[src/rtl/conv_out_scheduler.sv]
// Layer scheduler for the ConvOutput datapath: gates the activation stream, counts beats, flags the last output beat.
// Build option: define CONV_SCHED_AUTO_RESTART_EN to rerun the latched layer after each DONE instead of returning to IDLE.
module conv_out_scheduler #(
    parameter int DATA_W = 64,
    parameter int CNT_W  = 32
) (
    input  logic              clk,
    input  logic              rst,
    input  logic              start,
    input  logic [11:0]       cfg_in_channel,
    input  logic [9:0]        cfg_rows,
    input  logic [9:0]        cfg_cols,
    input  logic              s_valid,
    output logic              s_ready,
    input  logic [DATA_W-1:0] s_data,
    output logic              d_valid,
    input  logic              d_ready,
    output logic [DATA_W-1:0] d_data,
    output logic              d_start,
    input  logic              o_valid,
    input  logic              o_ready,
    output logic              o_last,
    output logic              busy,
    output logic              done,
    output logic              err_cfg
);

    typedef enum logic [2:0] {
        ST_IDLE,
        ST_CFG,
        ST_RUN,
        ST_DRAIN,
        ST_DONE
    } state_t;

    state_t           state;
    logic [11:0]      cfg_ch_q;
    logic [9:0]       cfg_rows_q;
    logic [9:0]       cfg_cols_q;
    logic [CNT_W-1:0] total;
    logic [CNT_W-1:0] in_cnt;
    logic [CNT_W-1:0] out_cnt;
    logic [CNT_W-1:0] in_next;
    logic [CNT_W-1:0] out_next;
    logic [9:0]       ch_groups;
    logic [28:0]      total_calc;
    logic             cfg_ok;
    logic             in_run;
    logic             s_hs;
    logic             o_hs;
    logic             out_sat;

    assign cfg_ok = (cfg_in_channel != 12'd0) && (cfg_rows != 10'd0) && (cfg_cols != 10'd0);

    // Eight channels per word, so the channel count rounds up to whole words.
    assign ch_groups  = 10'((13'(cfg_ch_q) + 13'd7) >> 3);
    assign total_calc = 29'(cfg_rows_q) * 29'(cfg_cols_q) * 29'(ch_groups);

    assign in_run  = (state == ST_RUN);
    assign s_ready = in_run && d_ready;
    assign d_valid = in_run && s_valid;
    assign d_data  = s_data;

    assign s_hs     = s_valid && s_ready;
    assign o_hs     = o_valid && o_ready;
    assign out_sat  = (out_cnt == total);
    assign in_next  = in_cnt + CNT_W'(s_hs);
    assign out_next = (o_hs && !out_sat) ? out_cnt + CNT_W'(1) : out_cnt;

    assign o_last = o_valid && busy && (out_cnt == total - CNT_W'(1));

    // NOTE: sequential state uses non-blocking assignments only, so every branch sees
    // the pre-edge values of state and counters regardless of statement order.
    always_ff @(posedge clk) begin
        if (rst) begin
            state   <= ST_IDLE;
            in_cnt  <= '0;
            out_cnt <= '0;
            total   <= '0;
            d_start <= 1'b0;
            done    <= 1'b0;
            err_cfg <= 1'b0;
            busy    <= 1'b0;
        end else begin
            d_start <= 1'b0;
            done    <= 1'b0;
            err_cfg <= 1'b0;
            case (state)
                ST_IDLE: begin
                    if (start) begin
                        if (cfg_ok) begin
                            state   <= ST_CFG;
                            busy    <= 1'b1;
                            d_start <= 1'b1;
                            in_cnt  <= '0;
                            out_cnt <= '0;
                        end else begin
                            err_cfg <= 1'b1;
                        end
                    end
                end
                ST_CFG: begin
                    total   <= CNT_W'(total_calc);
                    in_cnt  <= '0;
                    out_cnt <= CNT_W'(o_hs);
                    state   <= ST_RUN;
                end
                ST_RUN: begin
                    in_cnt  <= in_next;
                    out_cnt <= out_next;
                    if (s_hs && (in_next == total)) begin
                        // Outputs may already be complete when the last input lands.
                        if (out_next == total) begin
                            state <= ST_DONE;
                            done  <= 1'b1;
                        end else begin
                            state <= ST_DRAIN;
                        end
                    end
                end
                ST_DRAIN: begin
                    out_cnt <= out_next;
                    if (out_next == total) begin
                        state <= ST_DONE;
                        done  <= 1'b1;
                    end
                end
                ST_DONE: begin
`ifdef CONV_SCHED_AUTO_RESTART_EN
                    state   <= ST_CFG;
                    d_start <= 1'b1;
                    in_cnt  <= '0;
                    out_cnt <= '0;
`else
                    state <= ST_IDLE;
                    busy  <= 1'b0;
`endif
                end
                default: begin
                    state <= ST_IDLE;
                    busy  <= 1'b0;
                end
            endcase
        end
    end

    // NOTE: the layer config is plain data qualified by state, so it carries no reset;
    // it is only read after an accepted start has loaded it.
    always_ff @(posedge clk) begin
        if ((state == ST_IDLE) && start && cfg_ok) begin
            cfg_ch_q   <= cfg_in_channel;
            cfg_rows_q <= cfg_rows;
            cfg_cols_q <= cfg_cols;
        end
    end

endmodule

[config.mk]
export PLATFORM = sky130hd
export DESIGN_NAME = conv_out_scheduler
export DESIGN_NICKNAME = d
export VERILOG_FILES = /design/src/rtl/conv_out_scheduler.sv
export SDC_FILE = /design/constraint.sdc
export NUM_CORES = 1
export LEC_CHECK = 0
export BUFFER_PORTS_ARGS = -buffer_cell sky130_fd_sc_hd__buf_2
export CAP_MARGIN = 0
export CORE_MARGIN = 10
export CORE_UTILIZATION = 56
export CTS_CLUSTER_SIZE = 8
export DETAILED_ROUTE_END_ITERATION = 7
export PLACE_DENSITY = 0.86
export SYNTH_ARGS = -nofsm -noshare
export SYNTH_HDL_FRONTEND = slang
export SYNTH_SLANG_ARGS = --single-unit
export TNS_END_PERCENT = 50
[constraint.sdc]
create_clock -name clk -period 10.6 [get_ports clk]
set_input_delay 0.53 -clock clk [delete_from_list [all_inputs] [get_ports clk]]
set_output_delay 0.53 -clock clk [all_outputs]
set_load 0.005 [all_outputs]
==> metrics.txt <==
outcome finished, final reports clean; Placement Setup Slack -0.0132 ns; Synth cell types 75; Layout fillers 2652; hold buffer count at cts 0; Yosys Warn Count 0; post-route insts no fill 2632; CP endpoint total[28]; DR pass1 iterations 8; Slew HR 15.2%; Die ar. 0.0401 mm²; Worst-Margin Slew 1.26 ns; FF-to-FF Start cfg_cols_q[2]; Die W 200 µm; Die H 200 µm; Worst Clk Skew 0.0119 ns; port bufs 45; CP Data Required Time 10.95 ns; initial antenna violation count 0; Critical path origin cfg_cols_q[2]; CTS tree built; GRT overflow 0; CP max-delay cell fa_1; Clock transition at path regs 0.06 ns; Area Growth Syn to Fin 5.06%; post-synthesis sequential area ratio 16.3%; max incr delay on CP 0.55 ns; worst min-delay path category in2reg; Syn Area/Cell 8.09 µm²; Reg2Reg Setup Slack 0.36 ns; clk_lat worst skew 0.45 ns; placed instance count 2565; first-pass GRT wire length 80500 µm; post-synth top area share 22.3%; via count 16.0k; detailed-route wire length 49900 µm; Max Cap Violations 0; Period minus WS final 10.24 ns; DRT iter0 DRCs 1624; I/O pins 174; Final period util 96.6%; Clock Sinks 132; largest net degree at the start of global routing 82; DP HPWL 37600 µm; synthesis-stage register bit count 132; Synth Cell Area 0.0182 mm²; Ant. Diodes 0; R2R depth 34; Final Instance Area 0.0191 mm²; CTS buffer count 17; Worst setup EP type register; Main synth FF type dfxtp_1; Post-synth top cells nand2_1, nor2_1, inv_1; Final ANT Viol Nets 0; placeable core area 0.0318 mm²; vias in the first global route 15.8k; DR DRC count 0; cell taking the most area after synthesis fa_1; Fmax 0.0976 GHz; PnR worst setup slack 0.358 ns; drt via density 6.10; Final Hold Viols 0; starting density of the core 57.2%; Final nets 2611; Row Count 65; WHS Path Cells 1; Slew Viols, Final 0; Syn Nets 2677; crit path launch type register; CP Class reg2reg; most common cell in the netlist nand2_1; Cells after Synth 2250; DR WL/cell 18.9 µm; Worst Path Max Fanout 6; placed cell area 0.0182 mm²; Max Buffers Root-to-Sink 2; Crit Reg-Reg Endpoint total[28]; Area contributors post-synth fa_1, dfxtp_1, ha_1; async set-reset flop share out of synthesis 0%; GRT Total Usage 24.0%; WP data arrival 10.59 ns; final setup vio count 0; Hold WS 0.273 ns; H-tree depth 4; cell with the most instances on the worst path fa_1; share of cells above drive strength 1 8.15%; EDFF count, synth 32; gpl congestion 0.985; Root Driver clkbuf_16
==> placed cells by master, fill, tap and decap left out, types with 29 or more instances in the layout <==
cell type  netlist  layout
a21oi_1        106     106
and2_1          47      47
and3_1          29      29
buf_2            1      45
buf_4           64      60
dfxtp_1        100     100
edfxtp_1        32      32
fa_1           203     203
ha_1           121     118
inv_1          212     212
nand2_1        290     290
nand2b_1        29      29
nand3_1         45      45
nor2_1         235     234
nor3_1          51      51
nor4_1          30      30
o21ai_0         70      65
xnor2_1         94      92
xor2_1          78      75
==> cell type report <==
type	count	area, µm²	share of cell area [%]
clock buffers	19	464	2.43
well taps	435	544	2.85
clock inverters	13	113	0.589
multi-input cells	1713	13500	70.9
inverters	212	796	4.16
repair buffers	108	691	3.61
flip-flops and latches	132	2960	15.5
==> cells by family after synthesis <==
| kind of cell | count (synthesis) | synth area share, % |
|---|---|---|
| muxes | 17 | 0.949 |
| adders and majority gates | 324 | 30.7 |
| AOI/OAI and AO/OA | 322 | 11.1 |
| DFF | 132 | 16.3 |
| buffers and inverters | 405 | 9.72 |
| xor gates and xnor gates | 173 | 8.40 |
| and+or+nand+nor | 877 | 22.8 |
==> metal layers <==
layer  GRT usage, %  routed length [µm]  vias to the layer above
met5              0                   0                        -
met4           7.90                1460                        0
met3           4.66                5120                      146
met2           38.2               23100                      903
met1           32.0               20200                     7756
li1               -                   -                     7239
==> critical path, delay by kind of cell (launching register included) <==
kind / cells / cell delay, ns
AOI/OAI and AO/OA: 8 / 2.09
adders and majority gates: 12 / 5.80
buffers and inverters: 5 / 0.38
DFF: 1 / 0.44
xor gates and xnor gates: 2 / 0.56
and+or+nand+nor: 7 / 0.85
==> worst min path at each step <==
| stage | startpoint | to | slack, ns |
|---|---|---|---|
| after floorplan | in_cnt[0] | in_cnt[0] | 0.47 |
| after global placement | busy | busy | 0.49 |
| after detailed placement | in_cnt[0] | in_cnt[0] | 0.50 |
| after CTS | cfg_cols[0] | cfg_cols_q[0] | 0.27 |
| after global routing | cfg_cols[6] | cfg_cols_q[6] | 0.27 |
| final | cfg_cols[9] | cfg_cols_q[9] | 0.27 |
==> state kept, by name (all words and copies together), names as in the netlist <==
signal and flops:
done 1, out_cnt 32, state 3, busy 1, cfg_rows_q 10, cfg_cols_q 10, in_cnt 32, err_cfg 1
cfg_ch_q 12, d_start 1, total 29
==> metrics by stage <==
step / TNS [ns] / utilization [%]
floorplan: 0 / -
global placement: 0 / 57.3
detailed placement: -0.0132 / 57.3
CTS: 0 / 59.1
global route: -0.0539 / 60.1
finish: 0 / 60.1
==> timing repair <==
action                     4_1_cts  5_1_grt
pin swaps                        0        4
setup buffers                    0       35
setup endpoints to repair        1        8
hold endpoints to repair         0        0
gates resized for setup          1       20
gates cloned                     0        0
Power is left out: the tool's default activity adds up to more than one toggle a clock period on the data nets, which glitch-free logic cannot reach.
